[src/rtl/reg_alias_file.sv]
// Architectural register file with per-register rename aliases, fed by the ROB commit port.
// Optional macro REG_COMMIT_BYPASS_EN forwards a matching same-cycle commit onto the read ports.
module reg_alias_file #(
    parameter int REG_NUM  = 32,
    parameter int DATA_W   = 32,
    parameter int ROB_ID_W = 4
) (
    input  logic                clk,
    input  logic                rst,
    input  logic                rdy,
    input  logic                rollback,
    input  logic [4:0]          rs1_idx,
    input  logic [4:0]          rs2_idx,
    output logic [DATA_W-1:0]   rs1_val,
    output logic                rs1_busy,
    output logic [ROB_ID_W-1:0] rs1_alias,
    output logic [DATA_W-1:0]   rs2_val,
    output logic                rs2_busy,
    output logic [ROB_ID_W-1:0] rs2_alias,
    input  logic                rename_en,
    input  logic [4:0]          rename_rd,
    input  logic [ROB_ID_W-1:0] rename_alias,
    input  logic                commit_en,
    input  logic [4:0]          commit_rd,
    input  logic [DATA_W-1:0]   commit_val,
    input  logic [ROB_ID_W-1:0] commit_alias
);

    logic [DATA_W-1:0]   val_q   [REG_NUM];
    logic [ROB_ID_W-1:0] alias_q [REG_NUM];
    logic                busy_q  [REG_NUM];

    // No handshake: one rename and one commit are accepted every cycle that rdy=1.
    // Entry 0 is never written, so x0 stays at its reset contents.
    always_ff @(posedge clk or negedge rst) begin
        if (!rst) begin
            for (int i = 0; i < REG_NUM; i++) begin
                val_q[i]   <= '0;
                alias_q[i] <= '0;
                busy_q[i]  <= 1'b0;
            end
        end else if (rdy) begin
            for (int i = 1; i < REG_NUM; i++) begin
                if (commit_en && (commit_rd == 5'(i)))
                    val_q[i] <= commit_val;
                // Priority: rollback clears everything, then a rename claims the register,
                // then a commit releases it only if it is still the current owner.
                if (rollback) begin
                    alias_q[i] <= '0;
                    busy_q[i]  <= 1'b0;
                end else if (rename_en && (rename_rd == 5'(i))) begin
                    alias_q[i] <= rename_alias;
                    busy_q[i]  <= 1'b1;
                end else if (commit_en && (commit_rd == 5'(i)) &&
                             (alias_q[i] == commit_alias)) begin
                    alias_q[i] <= '0;
                    busy_q[i]  <= 1'b0;
                end
            end
        end
    end

    always_comb begin
        rs1_val   = '0;
        rs1_busy  = 1'b0;
        rs1_alias = '0;
        if (rst && (rs1_idx != 5'd0)) begin
            rs1_val   = val_q[rs1_idx];
            rs1_busy  = busy_q[rs1_idx];
            rs1_alias = alias_q[rs1_idx];
`ifdef REG_COMMIT_BYPASS_EN
            if (rdy && commit_en && (commit_rd == rs1_idx) &&
                (commit_alias == alias_q[rs1_idx])) begin
                rs1_val   = commit_val;
                rs1_busy  = 1'b0;
                rs1_alias = '0;
            end
`endif
        end
    end

    always_comb begin
        rs2_val   = '0;
        rs2_busy  = 1'b0;
        rs2_alias = '0;
        if (rst && (rs2_idx != 5'd0)) begin
            rs2_val   = val_q[rs2_idx];
            rs2_busy  = busy_q[rs2_idx];
            rs2_alias = alias_q[rs2_idx];
`ifdef REG_COMMIT_BYPASS_EN
            if (rdy && commit_en && (commit_rd == rs2_idx) &&
                (commit_alias == alias_q[rs2_idx])) begin
                rs2_val   = commit_val;
                rs2_busy  = 1'b0;
                rs2_alias = '0;
            end
`endif
        end
    end

endmodule

[config.mk]
export PLATFORM = sky130hd
export DESIGN_NAME = reg_alias_file
export DESIGN_NICKNAME = d
export VERILOG_FILES = /design/src/rtl/reg_alias_file.sv
export SDC_FILE = /design/constraint.sdc
export NUM_CORES = 2
export LEC_CHECK = 0
export CORE_ASPECT_RATIO = 0.7
export CORE_MARGIN = 2
export CORE_UTILIZATION = 37
export DETAILED_ROUTE_END_ITERATION = 7
export GPL_TIMING_DRIVEN = 0
export HOLD_SLACK_MARGIN = 0.08
export SYNTH_ARGS = -nofsm -noshare
export SYNTH_HDL_FRONTEND = slang
export SYNTH_SLANG_ARGS = --single-unit
[constraint.sdc]
create_clock -name clk -period 3.26 [get_ports clk]
set_input_delay 0.652 -clock clk [delete_from_list [all_inputs] [get_ports clk]]
set_output_delay 0.652 -clock clk [all_outputs]
set_load 0.02 [all_outputs]
* Yosys cells after proc, flatten, opt, wreduce, memory -nomap -nowiden
Index checks and enable logic that the tools add are counted.
** Storage, ports and cells
- Input port bits :: 66
- Output and inout bits :: 74
- Flip-flop bits (word level) :: 1147
- Word-level logic and storage cells :: 590
** Operators by class
- $lt $le $gt $ge :: 2
- Muxes and demuxes :: 210
- Eq/ne operators :: 93
- Reductions and logical operators :: 190
- Bitwise gates (word level) :: 2
** Operator list (count)
- $mux 4 :: 99
- $bmux 32 s5 :: 2
- $mux 32 :: 6
- $eq 5x5->1 const B :: 32
- $eq 4x4->1 :: 31
- $reduce_and 2->1 :: 62
- $mux 1 :: 99
- $logic_and 1x1->1 :: 95
- $reduce_bool 3->1 :: 31
- $eq 5x4->1 const B :: 16
- $bmux 4 s5 :: 2
- $eq 5x3->1 const B :: 8
- $eq 5x2->1 const B :: 4
- $ge 6x6->1 const B :: 2
- $not 5->6 :: 2
- $bmux 1 s5 :: 2
- $eq 5x1->1 const B :: 2
- $reduce_bool 5->1 :: 2

* Logic depth before layout (Yosys ltp)
- Depth after elaboration :: 6
- Depth in mapped cells :: 9
- Gate-level depth less buffers :: 5

* Least setup slack after synthesis
Ideal clock, no wire load.
- Path type :: in2out
- Start :: input port rs2_idx[0]
- End :: output port rs2_val[30]
- Buffers on the path :: 5
- Setup slack :: -0.230 ns
- Data required time :: 2.608 ns
- Stages on the path :: 7
- Arrival :: 2.838 ns
- Path through :: buf_4 buf_6 buf_6 buf_6 buf_6 mux4_2 a2111oi_0
** On the way
- Word-level cells in the longest chain between the ends :: 5
- Elaborated cells between the ends (all ways) :: 7
- Classes of those cells :: mux (4); bitwise (1); reduce/logical (2)
** Ends and longest elaborated chain
- from (decl) :: line 13 : input logic [4:0] rs2_idx,
- $not 5->6 (implied by the code) :: line 87 : rs2_val = val_q[rs2_idx];
- $bmux 32 s5 :: line 87
- $mux 32 (implied by the code) (2 in a row) :: line 87
- $mux 32 * :: line 86 : if (rst && (rs2_idx != 5'd0)) begin
- to (decl) :: line 17 : output logic [DATA_W-1:0] rs2_val,
Mark *: on every way between the ends. The rest lies on a longest branch, timed or not. The select of a mux whose other input is x is not followed.

* Final worst setup path
- Start :: input port rs1_idx[2]
- End :: output port rs1_val[1]
** On the way
- Word-level cells in the longest chain between the ends :: 5
- Elaborated cells between the ends (all ways) :: 7
- Classes of those cells :: mux (4); bitwise (1); reduce/logical (2)
** Ends and longest elaborated chain
- from (decl) :: line 12 : input logic [4:0] rs1_idx,
- $not 5->6 (implied by the code) :: line 68 : rs1_val = val_q[rs1_idx];
- $bmux 32 s5 :: line 68
- $mux 32 (implied by the code) (2 in a row) :: line 68
- $mux 32 * :: line 67 : if (rst && (rs1_idx != 5'd0)) begin
- to (decl) :: line 14 : output logic [DATA_W-1:0] rs1_val,
Marked as above.

==> out/qor.yml <==
outcome:
  run_status: "finished, violations left"
  failed_checks: "capacitance limit, slew limit, setup timing"
place:
  gp_congestion: 0.991
  io_buffers: 125
  place_ws_ns: -3.44
  hpwl_mm: 211
  dp.cells: 7134
timing:
  fin_setup_tns_ns: -22.50
  setup_viol: 226
  slew_violations: 7
  finalWorstSetupSlack_ns: -0.370
  fmaxAchievable_ghz: 0.275
  fin_hold_ws_ns: 0.187
  slew_headroom: -0.0895
  worstMarginPinSlew_ns: 1.63
  min_period_ns: 3.63
  rsz0062_at_grt: "yes"
  fin_skew_ns: 0.0180
  hold_viol: 0
  post-route-period-util: 1.11
floorplanning:
  core_area_um2: 172000
  pin_count: 140
  die_h_um: 352
  dieWidth_um: 502
  start_util: 0.374
  rows: 127
  dieArea_um2: 177000
pwr:
  p_leak_nw: 36.1
  vdd_drop_max_mv: 0.445
  power_density_nw_per_um2: 508
cts:
  h-tree-depth: 3
  clock_path_buffers: 3
  clk_pin_slew_ns: 0.06
  root_buffer: "clkbuf_16"
  cts_tree: "yes"
  insertion_delay_ns: 0.80
  clock-sinks: 1147
  tritoncts.num_buffers: 119
route:
  post_drt_wl_per_cell_um: 41.3
  wl_met2_mm: 125
  drt_iter0_markers: 7524
  top_layer: "met5"
  dr.pass1.iters: 6
  detail_route.vias_per_cell: 6.68
  detail-route-antenna-nets: 0
  dr_total_vias: 51000
  route.met3.wl_mm: 47.3
  routedLengthMet1_mm: 126
  finalWirelength_mm: 315
  drc: 0
yosys:
  yosysWarningCount: 37
  post_synth_inst_count: 4675
  synth_seq_area_share: 0.447
  synth_area_leader_cell: "dfrtp_1"
  async_flop_share: 1.00
  synth.top_cell.area_share: 0.447
  synth_commonest_cells: "1147 x dfrtp_1, 1075 x mux2_2, 424 x mux2i_1"
  yosysMostFrequentCell: "dfrtp_1"
  netlist_area_um2: 64200
  synth.net_count: 4741
  synth_top_flop_cell: "dfrtp_1"
  ys_ff_latch: 1147
  avgSynthCellArea_um2: 13.7
  synth.distinct_cells: 63
  synth_edf_count: 0
  synth_area_leaders: "dfrtp_1 45%, mux2_2 19%, mux4_2 13%"
grt:
  grt_pass1_wl_mm: 422
  grt_usage: 0.346
  antenna_found_initial: 21
  gr-total-overflow: 0
  grt_pass1_vias: 48800
  grt_max_degree: 179
cells_and_area:
  final_layout_size_suffix_gt1_frac: 0.516
  fin_util: 0.477
  final_cells: 7636
  syn2layout_area_growth_pct: 27.6
  nets: 5271
critical_path:
  critPathCaptureType: "primary output"
  critPathKind: "in -> out"
  worst_setup_path_start_kind: "primary input"
  crit_fanout: 10
  cp.required_ns: 2.61
  arrival_ns: 2.98
min_path:
  holdCritPathClass: "in -> async"
flow_run:
  cap_violations: 2
report_power, final:
part	switching, mW	internal (mW)
Clock	6.49	8.62
Combinational	4.74	4.48
Sequential	1.36	15.9
Total	12.6	29.0
kinds of logic (layout without fill, tap and decap cells):
group,after synthesis,in the layout,synth area share
AOI/OAI and AO/OA,609,609,0.0737
other,0,10,0
buffers and inverters,489,1118,0.0416
DFF,1147,1147,0.447
and+or+nand+nor,426,426,0.0331
muxes,1880,1880,0.388
xor gates and xnor gates,124,124,0.0169
flip-flops by register name, indices dropped and copies added, names as in the netlist:
signal,flops
val_q,992
busy_q,31
alias_q,124
metal layers:
layer,up-vias,track usage
met5,-,0
met4,12,0.151
met3,803,0.157
met2,3808,0.458
met1,27200,0.479
li1,19200,-
final timing paths:
kind,slack [ns],startpoint,cells after the start,end
max,-0.37,rs1_idx[2],7,rs1_val[1]
min in group clk,0.51,busy_q[22]$_DFFE_PN0P_,1,busy_q[22]$_DFFE_PN0P_
max in group asynchronous,1.26,rst,7,val_q[298]$_DFFE_PN0P_
min reg2reg,0.51,busy_q[22]$_DFFE_PN0P_,1,busy_q[22]$_DFFE_PN0P_
min,0.19,rst,3,val_q[210]$_DFFE_PN0P_
max reg2reg,0.95,alias_q[120]$_DFFE_PN0P_,5,alias_q[120]$_DFFE_PN0P_
cells in the final DEF (no fill, tap or decap), drive strengths merged, types with 5 or more instances in the layout:
master and count:
nor2 134, o41ai 5, nor2b 35, and4bb 5
a22oi 29, nand2b 14, dfrtp 1147, a221oi 120
clkinv 22, nor4 14, and2 7, mux4 376
buf 652, xor2 58, bufinv 12, nand4 20
a21o 26, o21ai 82, a2111oi 49, o32a 22
a21oi 70, bufbuf 18, a211oi 6, a311oi 13
nand2 73, mux2i 424, clkbuf 352, nor3 89
and3 5, dlygate4sd3 6, xnor2 66, o31ai 17
clkinvlp 5, nand3 12, clkdlybuf4s50 46, o22ai 41
mux2 1080, a22o 118, diode 10
area by class of cell:
cell class	instances	area [um^2]
clock buffers	180	3640
clock inverters	40	533
well taps	2322	2910
fillers	14900	89900
diodes	10	25.0
multi-input cells	3039	36200
repair buffers	417	4850
plain buffers	479	4970
inverters	2	11.3
flip-flops and latches	1147	28700
critical path, cell delays in order:
cell	delay (ns)
buf_6	0.21
buf_6	0.24
buf_8	0.26
clkbuf_16	0.28
a311oi_4	0.20
a2111oi_4	0.81
buf_4	0.28
through the flow:
step	total power, mW	cell area, um^2
detailed placement	24.6	68700
floorplan	21.6	64200
global route	42.5	81900
global placement	24.3	68300
CTS	40.7	79700
finish	41.6	81900
repair_timing:
item,CTS,global route
hold endpoints to repair,129,0
pin swaps,102,95
gates cloned,26,8
hold buffers,8,0
endpoints found under the setup margin,148,94
buffers inserted,122,119
resized for setup,1434,207
No activity file was read; power rests on OpenSTA's default activity.
